## src/rtl/axi4_w_gate_pkg.sv

```systemverilog
// Shared types for the RAB W-channel gate: FSM states, queued burst decisions
// and command FIFO sizing.
package axi4_w_gate_pkg;

   localparam int DEFAULT_CMD_FIFO_DEPTH = 4;
   localparam int CMD_PTR_WIDTH          = $clog2(DEFAULT_CMD_FIFO_DEPTH);
   // Widest AXI ID a queued decision can carry; narrower IDs are zero-extended.
   localparam int CMD_ID_MAX_WIDTH       = 16;

   typedef enum logic [1:0] {
      IDLE  = 2'd0,
      FWD   = 2'd1,
      DROP  = 2'd2,
      BRESP = 2'd3
   } gate_state_e;

   typedef struct packed {
      logic                        drop;
      logic [CMD_ID_MAX_WIDTH-1:0] id;
      logic [7:0]                  len;
   } cmd_entry_t;

endpackage

```

## src/rtl/axi4_w_gate_cmd_fifo.sv

```systemverilog
// Show-ahead FIFO of per-burst decisions; the head entry is valid whenever
// empty is low. Flags decode the registered occupancy count.
module axi4_w_gate_cmd_fifo
   import axi4_w_gate_pkg::*;
#(
   parameter int DEPTH = DEFAULT_CMD_FIFO_DEPTH,
   parameter int PTR_W = CMD_PTR_WIDTH
) (
   input  logic           clk,
   input  logic           rst_n,
   input  logic           push,
   input  cmd_entry_t     push_data,
   input  logic           pop,
   output cmd_entry_t     head,
   output logic           full,
   output logic           empty,
   output logic [PTR_W:0] count
);

   cmd_entry_t       mem [DEPTH];
   logic [PTR_W-1:0] wr_ptr_reg;
   logic [PTR_W-1:0] rd_ptr_reg;
   logic [PTR_W:0]   count_reg;
   logic             push_ok;
   logic             pop_ok;

   // A push while full is refused even if a pop happens in the same cycle.
   assign full    = (count_reg == (PTR_W + 1)'(DEPTH));
   assign empty   = (count_reg == '0);
   assign push_ok = push & ~full;
   assign pop_ok  = pop & ~empty;
   assign head    = mem[rd_ptr_reg];
   assign count   = count_reg;

   always_ff @(posedge clk) begin
      if (push_ok) begin
         mem[wr_ptr_reg] <= push_data;
      end
   end

   always_ff @(posedge clk or negedge rst_n) begin
      if (!rst_n) begin
         wr_ptr_reg <= '0;
         rd_ptr_reg <= '0;
         count_reg  <= '0;
      end else begin
         if (push_ok) begin
            wr_ptr_reg <= wr_ptr_reg + 1'b1;
         end
         if (pop_ok) begin
            rd_ptr_reg <= rd_ptr_reg + 1'b1;
         end
         case ({push_ok, pop_ok})
            2'b10:   count_reg <= count_reg + 1'b1;
            2'b01:   count_reg <= count_reg - 1'b1;
            default: count_reg <= count_reg;
         endcase
      end
   end

endmodule

```

## src/rtl/axi4_w_gate_ctrl.sv

```systemverilog
// RAB W-channel gate: forwards or silently drops each W burst per queued AW decision.
// Define AXI_W_GATE_LEN_CHECK_EN to add the burst-length checker driving len_err.
module axi4_w_gate_ctrl
   import axi4_w_gate_pkg::*;
#(
   parameter int AXI_DATA_WIDTH = 32,
   parameter int AXI_USER_WIDTH = 2,
   parameter int AXI_ID_WIDTH   = 4,
   parameter int CMD_FIFO_DEPTH = DEFAULT_CMD_FIFO_DEPTH
) (
   input  logic                        axi4_aclk,
   input  logic                        axi4_arstn,
   input  logic                        cmd_valid,
   output logic                        cmd_ready,
   input  logic                        cmd_drop,
   input  logic [AXI_ID_WIDTH-1:0]     cmd_id,
   input  logic [7:0]                  cmd_len,
   input  logic [AXI_DATA_WIDTH-1:0]   s_axi4_wdata,
   input  logic [AXI_DATA_WIDTH/8-1:0] s_axi4_wstrb,
   input  logic                        s_axi4_wlast,
   input  logic [AXI_USER_WIDTH-1:0]   s_axi4_wuser,
   input  logic                        s_axi4_wvalid,
   output logic                        s_axi4_wready,
   output logic [AXI_DATA_WIDTH-1:0]   m_axi4_wdata,
   output logic [AXI_DATA_WIDTH/8-1:0] m_axi4_wstrb,
   output logic                        m_axi4_wlast,
   output logic [AXI_USER_WIDTH-1:0]   m_axi4_wuser,
   output logic                        m_axi4_wvalid,
   input  logic                        m_axi4_wready,
   output logic                        b_err_valid,
   input  logic                        b_err_ready,
   output logic [AXI_ID_WIDTH-1:0]     b_err_id,
   output logic                        len_err
);

   localparam int PTR_W = $clog2(CMD_FIFO_DEPTH);

   cmd_entry_t              push_entry;
   cmd_entry_t              head;
   logic                    fifo_full;
   logic                    fifo_empty;
   logic                    pop;
   logic [PTR_W:0]          unused_fifo_count;
   gate_state_e             state_reg;
   gate_state_e             state_next;
   logic [AXI_ID_WIDTH-1:0] id_reg;
   logic                    w_hs;
   logic                    unused_bits;

   assign cmd_ready = ~fifo_full;

   always_comb begin
      push_entry      = '0;
      push_entry.drop = cmd_drop;
      push_entry.id   = CMD_ID_MAX_WIDTH'(cmd_id);
`ifdef AXI_W_GATE_LEN_CHECK_EN
      push_entry.len  = cmd_len;
`endif
   end

   axi4_w_gate_cmd_fifo #(
      .DEPTH (CMD_FIFO_DEPTH),
      .PTR_W (PTR_W)
   ) u_cmd_fifo (
      .clk       (axi4_aclk),
      .rst_n     (axi4_arstn),
      .push      (cmd_valid),
      .push_data (push_entry),
      .pop       (pop),
      .head      (head),
      .full      (fifo_full),
      .empty     (fifo_empty),
      .count     (unused_fifo_count)
   );

   // Payload is wired straight through; only the valid/ready pair is gated.
   assign m_axi4_wdata = s_axi4_wdata;
   assign m_axi4_wstrb = s_axi4_wstrb;
   assign m_axi4_wlast = s_axi4_wlast;
   assign m_axi4_wuser = s_axi4_wuser;
   assign b_err_id     = id_reg;

   always_comb begin
      state_next    = state_reg;
      pop           = 1'b0;
      s_axi4_wready = 1'b0;
      m_axi4_wvalid = 1'b0;
      b_err_valid   = 1'b0;
      w_hs          = 1'b0;
      case (state_reg)
         IDLE: begin
            if (!fifo_empty) begin
               pop        = 1'b1;
               state_next = head.drop ? DROP : FWD;
            end
         end
         FWD: begin
            m_axi4_wvalid = s_axi4_wvalid;
            s_axi4_wready = m_axi4_wready;
            w_hs          = s_axi4_wvalid & m_axi4_wready;
            if (w_hs && s_axi4_wlast) begin
               state_next = IDLE;
            end
         end
         DROP: begin
            s_axi4_wready = 1'b1;
            w_hs          = s_axi4_wvalid;
            if (w_hs && s_axi4_wlast) begin
               state_next = BRESP;
            end
         end
         BRESP: begin
            b_err_valid = 1'b1;
            if (b_err_ready) begin
               state_next = IDLE;
            end
         end
         default: state_next = IDLE;
      endcase
   end

   always_ff @(posedge axi4_aclk or negedge axi4_arstn) begin
      if (!axi4_arstn) begin
         state_reg <= IDLE;
         id_reg    <= '0;
      end else begin
         state_reg <= state_next;
         if (pop) begin
            id_reg <= head.id[AXI_ID_WIDTH-1:0];
         end
      end
   end

`ifdef AXI_W_GATE_LEN_CHECK_EN
   logic [7:0] len_reg;
   logic [7:0] cnt_reg;
   logic       len_err_reg;
   logic       len_mis;

   // Flags an early wlast and, separately, the first beat that runs past len.
   always_comb begin
      len_mis = 1'b0;
      if (w_hs) begin
         len_mis = s_axi4_wlast ? (cnt_reg != len_reg) : (cnt_reg == len_reg);
      end
   end

   always_ff @(posedge axi4_aclk or negedge axi4_arstn) begin
      if (!axi4_arstn) begin
         len_reg     <= '0;
         cnt_reg     <= '0;
         len_err_reg <= 1'b0;
      end else begin
         len_err_reg <= len_mis;
         if (pop) begin
            len_reg <= head.len;
            cnt_reg <= '0;
         end else if (w_hs && (cnt_reg != 8'hFF)) begin
            cnt_reg <= cnt_reg + 8'd1;
         end
      end
   end

   assign len_err     = len_err_reg;
   assign unused_bits = ^{head.id, unused_fifo_count};
`else
   assign len_err     = 1'b0;
   assign unused_bits = ^{head.id, head.len, cmd_len, unused_fifo_count};
`endif

endmodule
```

## config.mk

```make
export PLATFORM = sky130hd
export DESIGN_NAME = axi4_w_gate_ctrl
export DESIGN_NICKNAME = d
export VERILOG_FILES = /design/src/rtl/axi4_w_gate_pkg.sv /design/src/rtl/axi4_w_gate_cmd_fifo.sv /design/src/rtl/axi4_w_gate_ctrl.sv
export SDC_FILE = /design/constraint.sdc
export NUM_CORES = 1
export LEC_CHECK = 0
export BUFFER_PORTS_ARGS = -buffer_cell sky130_fd_sc_hd__buf_2
export CAP_MARGIN = 30
export CORE_ASPECT_RATIO = 1.1
export CORE_MARGIN = 5
export CORE_UTILIZATION = 50
export DETAILED_ROUTE_END_ITERATION = 8
export PLACE_DENSITY = 0.84
export SYNTH_ARGS = -nofsm -noshare
export SYNTH_HDL_FRONTEND = slang
export SYNTH_HIERARCHICAL = 1
export SYNTH_SLANG_ARGS = --single-unit
```

## constraint.sdc

```tcl
create_clock -name axi4_aclk -period 2.3 [get_ports axi4_aclk]
set_clock_uncertainty 0.15 [all_clocks]
set_input_delay 0.345 -clock axi4_aclk [delete_from_list [all_inputs] [get_ports axi4_aclk]]
set_output_delay 0.345 -clock axi4_aclk [all_outputs]
set_load 0.02 [all_outputs]
```

==> impl_metrics.ini <==
[timing]
rsz0062_at_grt = true
hold_viol_final = 0
setup_viol = 0
max_freq_mhz = 458
setup_ws_ns = 0.115
slew_viol_final = 0
finalCriticalPeriod_ns = 2.18
fin_crit_sh_pct = 95.0

[setup_path]
slowest_stage = dfrtp_1
critPathMaxStageDelay_ns = 0.40
reg2reg_depth = 10
critPathCaptureType = flop
cp.required_ns = 2.35
path_cells = inv_2 -> ha_4 -> nor2b_4 -> o31a_1 -> ha_2 -> inv_2 -> fa_2 -> xor2_1 -> nor2_1 -> xor2_1
worstSetupPathType = flop to flop
crit_buf_inv = 2
critPathLaunchType = flop
crit_cells = 10
cp_top_family = adder cells
worstPathArrival_ns = 2.23
critPathMaxFanout = 3

[yosys]
synth_cells = 144
postSynthAreaPerCell_um2 = 13.2
mappedNetlistNets = 213
synth_area_um2 = 1900
yosysWarnings = 6

[power_and_ir_drop]
power_density_nw_per_um2 = 1410
leakage_nw = 0.783
seq_power_share_pct = 37.4
total_power_w = 0.00264
p_int_w = 0.00174
sw_frac_of_total_pct = 34.2
comb_power_share_pct = 42.3
p_sw_w = 0.000904
vdd.ir_drop.worst_uv = 760
clkPwrFrac_pct = 20.3

[global_route]
grt_overflow = 0
grt_pass1_vias = 1025
antenna_found_initial = 0
grt_max_degree = 14
grt_use_total_pct = 13.2
grt_pass1_wl_um = 4760

[route]
avgViaCountPerCell = 4.93
postRouteAntennaNets = 0
vias = 893
dr.pass1.iters = 4
drt_iter0_drc = 11
drc_errors = 0
drt_wl_total_um = 3000
avgRoutedWirePerCell_um = 16.6

[clocking]
cts_buffers = 5
htreeDepth = 2
clk_latency_ns = 0.28
clk_path_buf_depth = 2
clk_pin_slew_ns = 0.07
tritoncts = built
cts.sinks = 33
cts-root-buf = clkbuf_8

[placed_design]
dp.cells = 170
place_area_um2 = 1710
dp_hpwl_um = 2350
port_buffers = 20
dp_slack_ns = -0.0347
globalplace.congestion = 0.706

[layout]
drive_gt1_share_pct = 41.2
antenna_cells = 0
stdcell_count = 181
syn_to_final_growth_pct = -1.12
nFillCells = 308
largest_register_ffs = 20
nets = 199
final_area_um2 = 1880

[min_path]
hold_path_depth = 1
min_path_type = input pin to flop

[floorplanning]
rows = 23
fp.dieW_um = 68.7
core_um2 = 3650
start_util_pct = 51.9
dieArea_um2 = 5130
io-pin-count = 106
die_h_um = 74.6

[outcome]
status = completed

[flow_run]
maxCapViolCount = 0
## layout by cell type, fill, tap and decap left out
cell type,count
inv_2,3
ha_1,8
inv_1,8
nand2_1,4
edfxtp_1,20
clkbuf_8,5
o2bb2ai_2,1
buf_4,5
buf_2,20
a21oi_1,1
mux4_1,1
mux2i_1,1
clkinv_4,1
mux4_2,4
nor2_1,1
o21ai_0,1
nand2b_1,1
fa_2,1
xor2_1,3
nor3b_2,1
dlygate4sd3_1,1
mux2_1,2
nor3_1,1
nor2b_4,1
and2_1,4
nor2b_1,1
conb_1,1
clkinvlp_4,1
o31a_1,1
or2b_1,1
xnor2_1,3
mux2_2,5
ha_2,1
dfrtp_1,13
and2_2,1
ha_4,1
bufinv_16,1
o2111ai_2,1
nor2b_2,1
## routing by layer
metal  track usage (%)  routed length, um
met4              10.6                168
met3              4.78                271
met1              12.8                987
met2              22.1               1570
met5                 0                  0
## power groups by stage
stage / clock, W / sequential, W / combinational [W]
final: 0.000537 / 0.000988 / 0.00112
after global routing: 0.000575 / 0.00102 / 0.00123
after CTS: 0.000546 / 0.000991 / 0.00106
after detailed placement: 0 / 0.00101 / 0.00103
after global placement: 0 / 0.000987 / 0.000972
after floorplan: 0 / 0.000979 / 0.000980
## worst reg2reg max path, stage by stage, from the launching register on
cell and delay [ns]:
dfrtp_1 0.40, inv_2 0.09, ha_4 0.13, nor2b_4 0.14, o31a_1 0.17, ha_2 0.20
inv_2 0.04, fa_2 0.32, xor2_1 0.15, nor2_1 0.14, xor2_1 0.16
## final cells by class
| type | instances | area, um^2 | area share [%] |
|---|---|---|---|
| Clock buffer | 5 | 68.8 | 3.67 |
| Clock inverter | 3 | 46.3 | 2.47 |
| Inverter | 11 | 41.3 | 2.20 |
| Multi-Input combinational cell | 53 | 584 | 31.1 |
| Sequential cell | 33 | 926 | 49.3 |
| Tap cell | 50 | 62.6 | 3.33 |
| Timing Repair Buffer | 26 | 148 | 7.87 |
## worst paths after layout
path	startpoint	to	slack, ns
worst max register to register	state_reg[1]	u_cmd_fifo/count[2]	0.12
worst min register to register	b_err_id[2]	b_err_id[2]	0.36
worst max-delay path	state_reg[1]	u_cmd_fifo/count[2]	0.12
worst min-delay path	cmd_id[2]	u_cmd_fifo/mem[1][10]	0.13
min in group asynchronous	axi4_arstn	u_cmd_fifo/wr_ptr_reg[0]	0.32
max in group asynchronous	axi4_arstn	u_cmd_fifo/count[2]	1.43
## per-stage QoR
stage          hold WS (ns)  utilization, %  TNS [ns]
6_report              0.128            51.4         0
5_1_grt               0.114            51.4  -0.00291
4_1_cts               0.117            50.5         0
3_5_place_dp          0.108            46.8   -0.0347
3_3_place_gp         0.0960            46.8         0
2_1_floorplan        -0.101               -         0
## what timing repair did
action | 4_1_cts | 5_1_grt
hold endpoints to repair | 13 | 0
buffers inserted | 1 | 1
resized for setup | 1 | 8
hold buffers | 1 | 0
setup endpoints to repair | 1 | 1
pin swaps | 0 | 3
(Power assumes the default switching activity.)
